$ cat src/rtl/wta_pkg.sv
// Shared sizing for the Wallace-tree final carry-propagate adder.
// Also provides the single-bit full-adder cell used to build the ripple chunks.
package wta_pkg;

  localparam int WTA_W = 64;
  localparam int WTA_H = WTA_W / 2;

  // Returns {carry_out, sum}.
  function automatic logic [1:0] full_add(input logic a, input logic b, input logic cin);
    logic p;
    p = a ^ b;
    return {(a & b) | (cin & p), p ^ cin};
  endfunction

endpackage

$ cat src/rtl/wta_cpa_chunk.sv
// Combinational N-bit ripple adder with carry-in and carry-out.
// Built as a chain of full-adder cells.
module wta_cpa_chunk
  import wta_pkg::*;
#(
  parameter int N = WTA_H
) (
  input  logic [N-1:0] a,
  input  logic [N-1:0] b,
  input  logic         cin,
  output logic [N-1:0] sum,
  output logic         cout
);

  logic [N:0] c;

  assign c[0] = cin;

  for (genvar i = 0; i < N; i++) begin : g_fa
    assign {c[i+1], sum[i]} = full_add(a[i], b[i], c[i]);
  end

  assign cout = c[N];

endmodule

$ cat src/rtl/wta_final_cpa.sv
// Two-stage pipelined final adder for the Wallace-tree sum/carry rows.
// Low half is added in stage 1, high half plus the low carry in stage 2.
module wta_final_cpa
  import wta_pkg::*;
#(
  parameter int W = WTA_W
) (
  input  logic         clk,
  input  logic         rst,
  input  logic         in_valid,
  output logic         in_ready,
  input  logic [W-1:0] in_sum,
  input  logic [W-1:0] in_carry,
  output logic         out_valid,
  input  logic         out_ready,
  output logic [W-1:0] out_result,
  output logic         out_cout
);

  localparam int H = W / 2;

  logic         load_p1;
  logic         load_p2;
  logic         vld_p1;
  logic         vld_p2;

  logic [H-1:0] lo_sum;
  logic         lo_cout;
  logic [H-1:0] lo_p1;
  logic         c_p1;
  logic [H-1:0] sum_hi_p1;
  logic [H-1:0] carry_hi_p1;

  logic [H-1:0] hi_sum;
  logic         hi_cout;
  logic [W-1:0] result_p2;
  logic         cout_p2;

  // Stage 2 may load whenever it is empty, so a bubble fills even under backpressure.
  assign load_p2  = !vld_p2 || out_ready;
  assign load_p1  = !vld_p1 || load_p2;
  assign in_ready = load_p1;

  always_ff @(posedge clk) begin
    if (rst) begin
      vld_p1 <= 1'b0;
      vld_p2 <= 1'b0;
    end else begin
      if (load_p1) vld_p1 <= in_valid;
      if (load_p2) vld_p2 <= vld_p1;
    end
  end

  // ---- stage 1: low half ----
  wta_cpa_chunk #(.N(H)) u_lo (
    .a    (in_sum[H-1:0]),
    .b    (in_carry[H-1:0]),
    .cin  (1'b0),
    .sum  (lo_sum),
    .cout (lo_cout)
  );

  always_ff @(posedge clk) begin
    if (load_p1 && in_valid) begin
      lo_p1       <= lo_sum;
      c_p1        <= lo_cout;
      sum_hi_p1   <= in_sum[W-1:H];
      carry_hi_p1 <= in_carry[W-1:H];
    end
  end

  // ---- stage 2: high half with carry from the low half ----
  wta_cpa_chunk #(.N(H)) u_hi (
    .a    (sum_hi_p1),
    .b    (carry_hi_p1),
    .cin  (c_p1),
    .sum  (hi_sum),
    .cout (hi_cout)
  );

  always_ff @(posedge clk) begin
    if (rst) begin
      result_p2 <= '0;
      cout_p2   <= 1'b0;
    end else if (load_p2 && vld_p1) begin
      result_p2 <= {hi_sum, lo_p1};
      cout_p2   <= hi_cout;
    end
  end

  assign out_valid  = vld_p2;
  assign out_result = result_p2;
  assign out_cout   = cout_p2;

endmodule
$ cat config.mk
export PLATFORM = sky130hd
export DESIGN_NAME = wta_final_cpa
export DESIGN_NICKNAME = d
export VERILOG_FILES = /design/src/rtl/wta_pkg.sv /design/src/rtl/wta_cpa_chunk.sv /design/src/rtl/wta_final_cpa.sv
export SDC_FILE = /design/constraint.sdc
export NUM_CORES = 1
export LEC_CHECK = 0
export ABC_AREA = 1
export BUFFER_PORTS_ARGS = -buffer_cell sky130_fd_sc_hd__buf_2
export CORE_ASPECT_RATIO = 1.2
export CORE_UTILIZATION = 30
export CTS_CLUSTER_DIAMETER = 120
export DETAILED_ROUTE_END_ITERATION = 10
export GPL_TIMING_DRIVEN = 0
export PLACE_DENSITY = 0.52
export SLEW_MARGIN = 20
export SYNTH_ARGS = -nofsm -noshare
export SYNTH_HDL_FRONTEND = slang
export SYNTH_SLANG_ARGS = --single-unit
$ cat constraint.sdc
create_clock -name clk -period 15.4 [get_ports clk]
set_input_delay 0 -clock clk [delete_from_list [all_inputs] [get_ports clk]]
set_output_delay 0 -clock clk [all_outputs]
set_load 0.05 [all_outputs]
==> impl_metrics.csv <==
group,metric,value,unit
status,status,"finished clean",
die,initial_core_util,0.305,
clock_network,tritoncts.num_buffers,17,
global_routing,grt_first_pass_wirelength,27.9,mm
logic_synthesis,synth_top_cell_area_share,0.400,
sta,final_sum_of_negative_setup_slack,0,ps
die,num_rows,62,
setup_path,critPathKind,"reg2reg",
setup_path,worst_path_max_delay_cell,"fa_1",
sta,max_freq,77.3,MHz
logic_synthesis,ys_seq_elements,164,
job,number_of_max_cap_violations,0,
sta,worst-slew-pin-transition,482,ps
logic_synthesis,synth_top_cell_by_area,"edfxtp_1",
sta,final_period_utilization,0.840,
cells_and_area,layout_cells_sized_above_1,0.269,
clock_network,tritoncts_num_sinks,164,
sta,grt_setup_unrepaired,"no",
routing,routed-via-count,5314,
power,leakage,4.81,nW
cells_and_area,design.final.nets,1161,
sta,setup-violations-final,0,
placed_design,place_congestion,0.739,
setup_path,critical_path_arrival,13300,ps
global_routing,globalRouteTotalUtil,0.148,
logic_synthesis,sequential_to_total_area_share_from_yosys_stat,0.585,
setup_path,cp_slowest_stage_delay,420,ps
setup_path,required_time_worst_endpoint,15760,ps
cells_and_area,seqCellArea,4250,um2
setup_path,ff2ff_path_depth,40,
logic_synthesis,post_synth_instance_area,7280,um2
routing,drt-total-wl,17.5,mm
routing,antenna_violating_nets_post_route,0,
sta,max-slew-margin-rel,0.679,
power,vdd_ir_drop_max,0.0500,mV
logic_synthesis,post_synth_most_frequent_cells,"edfxtp_1 (97), inv_1 (93), a21oi_1 (67), dfxtp_1 (67)",
setup_path,r2r_setup_slk,2460,ps
clock_network,hold_buffers,125,
clock_network,post_cts_buffers,0,
hold_path,hold_path.class,"in2reg",
logic_synthesis,synth.yosys.warnings,0,
sta,slew_violations,0,
die,core-area,23900,um2
global_routing,global_route.overflow_total,0,
setup_path,critical_path.startpoint_type,"register",
cells_and_area,nFillCells,2321,
routing,wl_per_cell,13.5,um
sta,clock_skew_after_layout,9.04,ps
setup_path,worstPathMaxFanout,1,
sta,final_hold_viol_count,0,
setup_path,critical_path_buf_inv_count,5,
routing,drt_first_pass_iters,4,
setup_path,crit_cells,40,
logic_synthesis,synth_area_leaders,"edfxtp_1 (40%), dfxtp_1 (18%), fa_1 (17%)",
logic_synthesis,synth_enable_flop_cells,97,
global_routing,initial_antenna_violation_count,1,
sta,clock_period_minus_final_worst_setup_slack,12940,ps
die,ioPinCount,199,
clock_network,post_cts_resized,0,
global_routing,first_global_vias,5532,
logic_synthesis,async_reset_ff_frac,0,
setup_path,cp_common_cell,"fa_1",
cells_and_area,multi_input_comb_area,2440,um2
clock_network,tritoncts,"done",
setup_path,worstSetupStartpoint,"c_p1",
cells_and_area,area_growth,45.3,%
clock_network,clock_tree.buffer_depth,2,
logic_synthesis,synthFlopType,"edfxtp_1",
routing,dr.first_iter.drc_count,156,
setup_path,critical_path.top_delay_family,"adder cells",
die,die-area,24900,um2
placed_design,place_hpwl,12.0,mm
routing,detail_route.drc_violations,0,
setup_path,critPathCaptureType,"register",
clock_network,clk_pin_slew,70,ps
logic_synthesis,syn-instance-count,622,
sta,holdWs,78.1,ps
logic_synthesis,synth.most_common_cell,"edfxtp_1",
setup_path,r2r_start,"c_p1",
logic_synthesis,synthDistinctLibCells,14,
die,fp.dieH,173,um
power,powerDensity,114,nW/um2
logic_synthesis,synthesized_nets,818,
clock_network,cts.htree.levels,4,
setup_path,critical_path.endpoint,"out_result[63]",
cells_and_area,final_core_utilization,0.443,
die,die_w,144,um
global_routing,grt_max_degree,68,
clock_network,clk-insertion-delay-late,420,ps
placed_design,portBuffers,198,
clock_network,cts-root-buf,"clkbuf_16",
setup_path,timing.rr.end,"out_result[63]",
logic_synthesis,synthesis.area_per_instance,11.7,um2
routing,drt-vias-per-instance,4.09,
-- tightest hold or removal path: cells and delay by family --
kind                       cells  cell delay, ps
adders and majority gates      1             150
buffers and inverters          3             180
-- state kept, by name, indices dropped and copies added, names as in the netlist --
signal       flops
carry_hi_p1     32
out_valid        1
vld_p1           1
sum_hi_p1       32
lo_p1           32
out_result      64
out_cout         1
c_p1             1
-- how the worst min path moves through the flow --
stage / startpoint / endpoint / cells past startpoint
CTS: in_carry[1] / lo_p1[1] / 4
detailed placement: in_sum[41] / sum_hi_p1[9] / 1
global route: in_carry[1] / lo_p1[1] / 4
global placement: in_sum[57] / sum_hi_p1[25] / 1
finish: in_carry[1] / lo_p1[1] / 4
floorplan: rst / out_valid / 1
-- cell type report --
cell class,count,area share
Sequential cell,164,0.402
Clock inverter,13,0.0169
Buffer,36,0.0222
Tap cell,320,0.0379
Inverter,93,0.0335
Clock buffer,19,0.0419
Multi-Input combinational cell,329,0.230
Timing Repair Buffer,324,0.215
Antenna cell,1,0.000237
-- report_power, final --
part	leakage (nW)	internal, mW	total (mW)	switching (mW)
clock network	0.301	0.276	0.456	0.180
logic	3.01	0.0985	0.229	0.130
registers	1.50	0.506	0.521	0.0145
-- stage by stage --
step	worst slack [ps]	instances	instance area [um2]	power, mW
floorplan	3080	622	7280	0.657
global placement	2360	1140	8670	0.720
detailed placement	2310	1141	8700	0.722
CTS	2320	1298	10600	1.22
global route	1910	1299	10600	1.26
finish	2460	1299	10600	1.20
-- logic make-up (layout without fill, tap and decap cells) --
kind of cell | count (synthesis) | count (layout) | share of synthesized area
flops | 164 | 164 | 0.585
compound gates | 67 | 67 | 0.0461
fa+ha+maj | 64 | 64 | 0.175
other cells | 0 | 1 | 0
buf+inv | 129 | 485 | 0.0803
simple gates | 198 | 198 | 0.114
-- metal layers --
metal | wire (um) | vias to the layer above | GRT usage
li1 | - | 2686 | -
met1 | 7180 | 2457 | 0.165
met2 | 9000 | 136 | 0.262
met3 | 774 | 35 | 0.0357
met4 | 571 | 0 | 0.0697
met5 | 0 | - | 0
-- layout by cell type (no fill, tap or decap) --
| cell type | n |
|---|---|
| buf_2 | 218 |
| dlygate4sd3_1 | 125 |
| edfxtp_1 | 97 |
| inv_1 | 92 |
| a21oi_1 | 67 |
| dfxtp_1 | 67 |
| nand3_1 | 66 |
| nand2_1 | 66 |
| nor2_1 | 65 |
| fa_1 | 63 |
| clkbuf_16 | 17 |
| buf_4 | 8 |
| buf_6 | 6 |
| inv_6 | 4 |
| bufinv_16 | 4 |
| clkbuf_1 | 3 |
| clkinv_1 | 3 |
| diode_2 | 1 |
| nand2_2 | 1 |
| ha_1 | 1 |
| clkinv_2 | 1 |
| clkbuf_8 | 1 |
| clkinv_4 | 1 |
| clkinvlp_4 | 1 |
| buf_16 | 1 |
(Power assumes the default switching activity.)
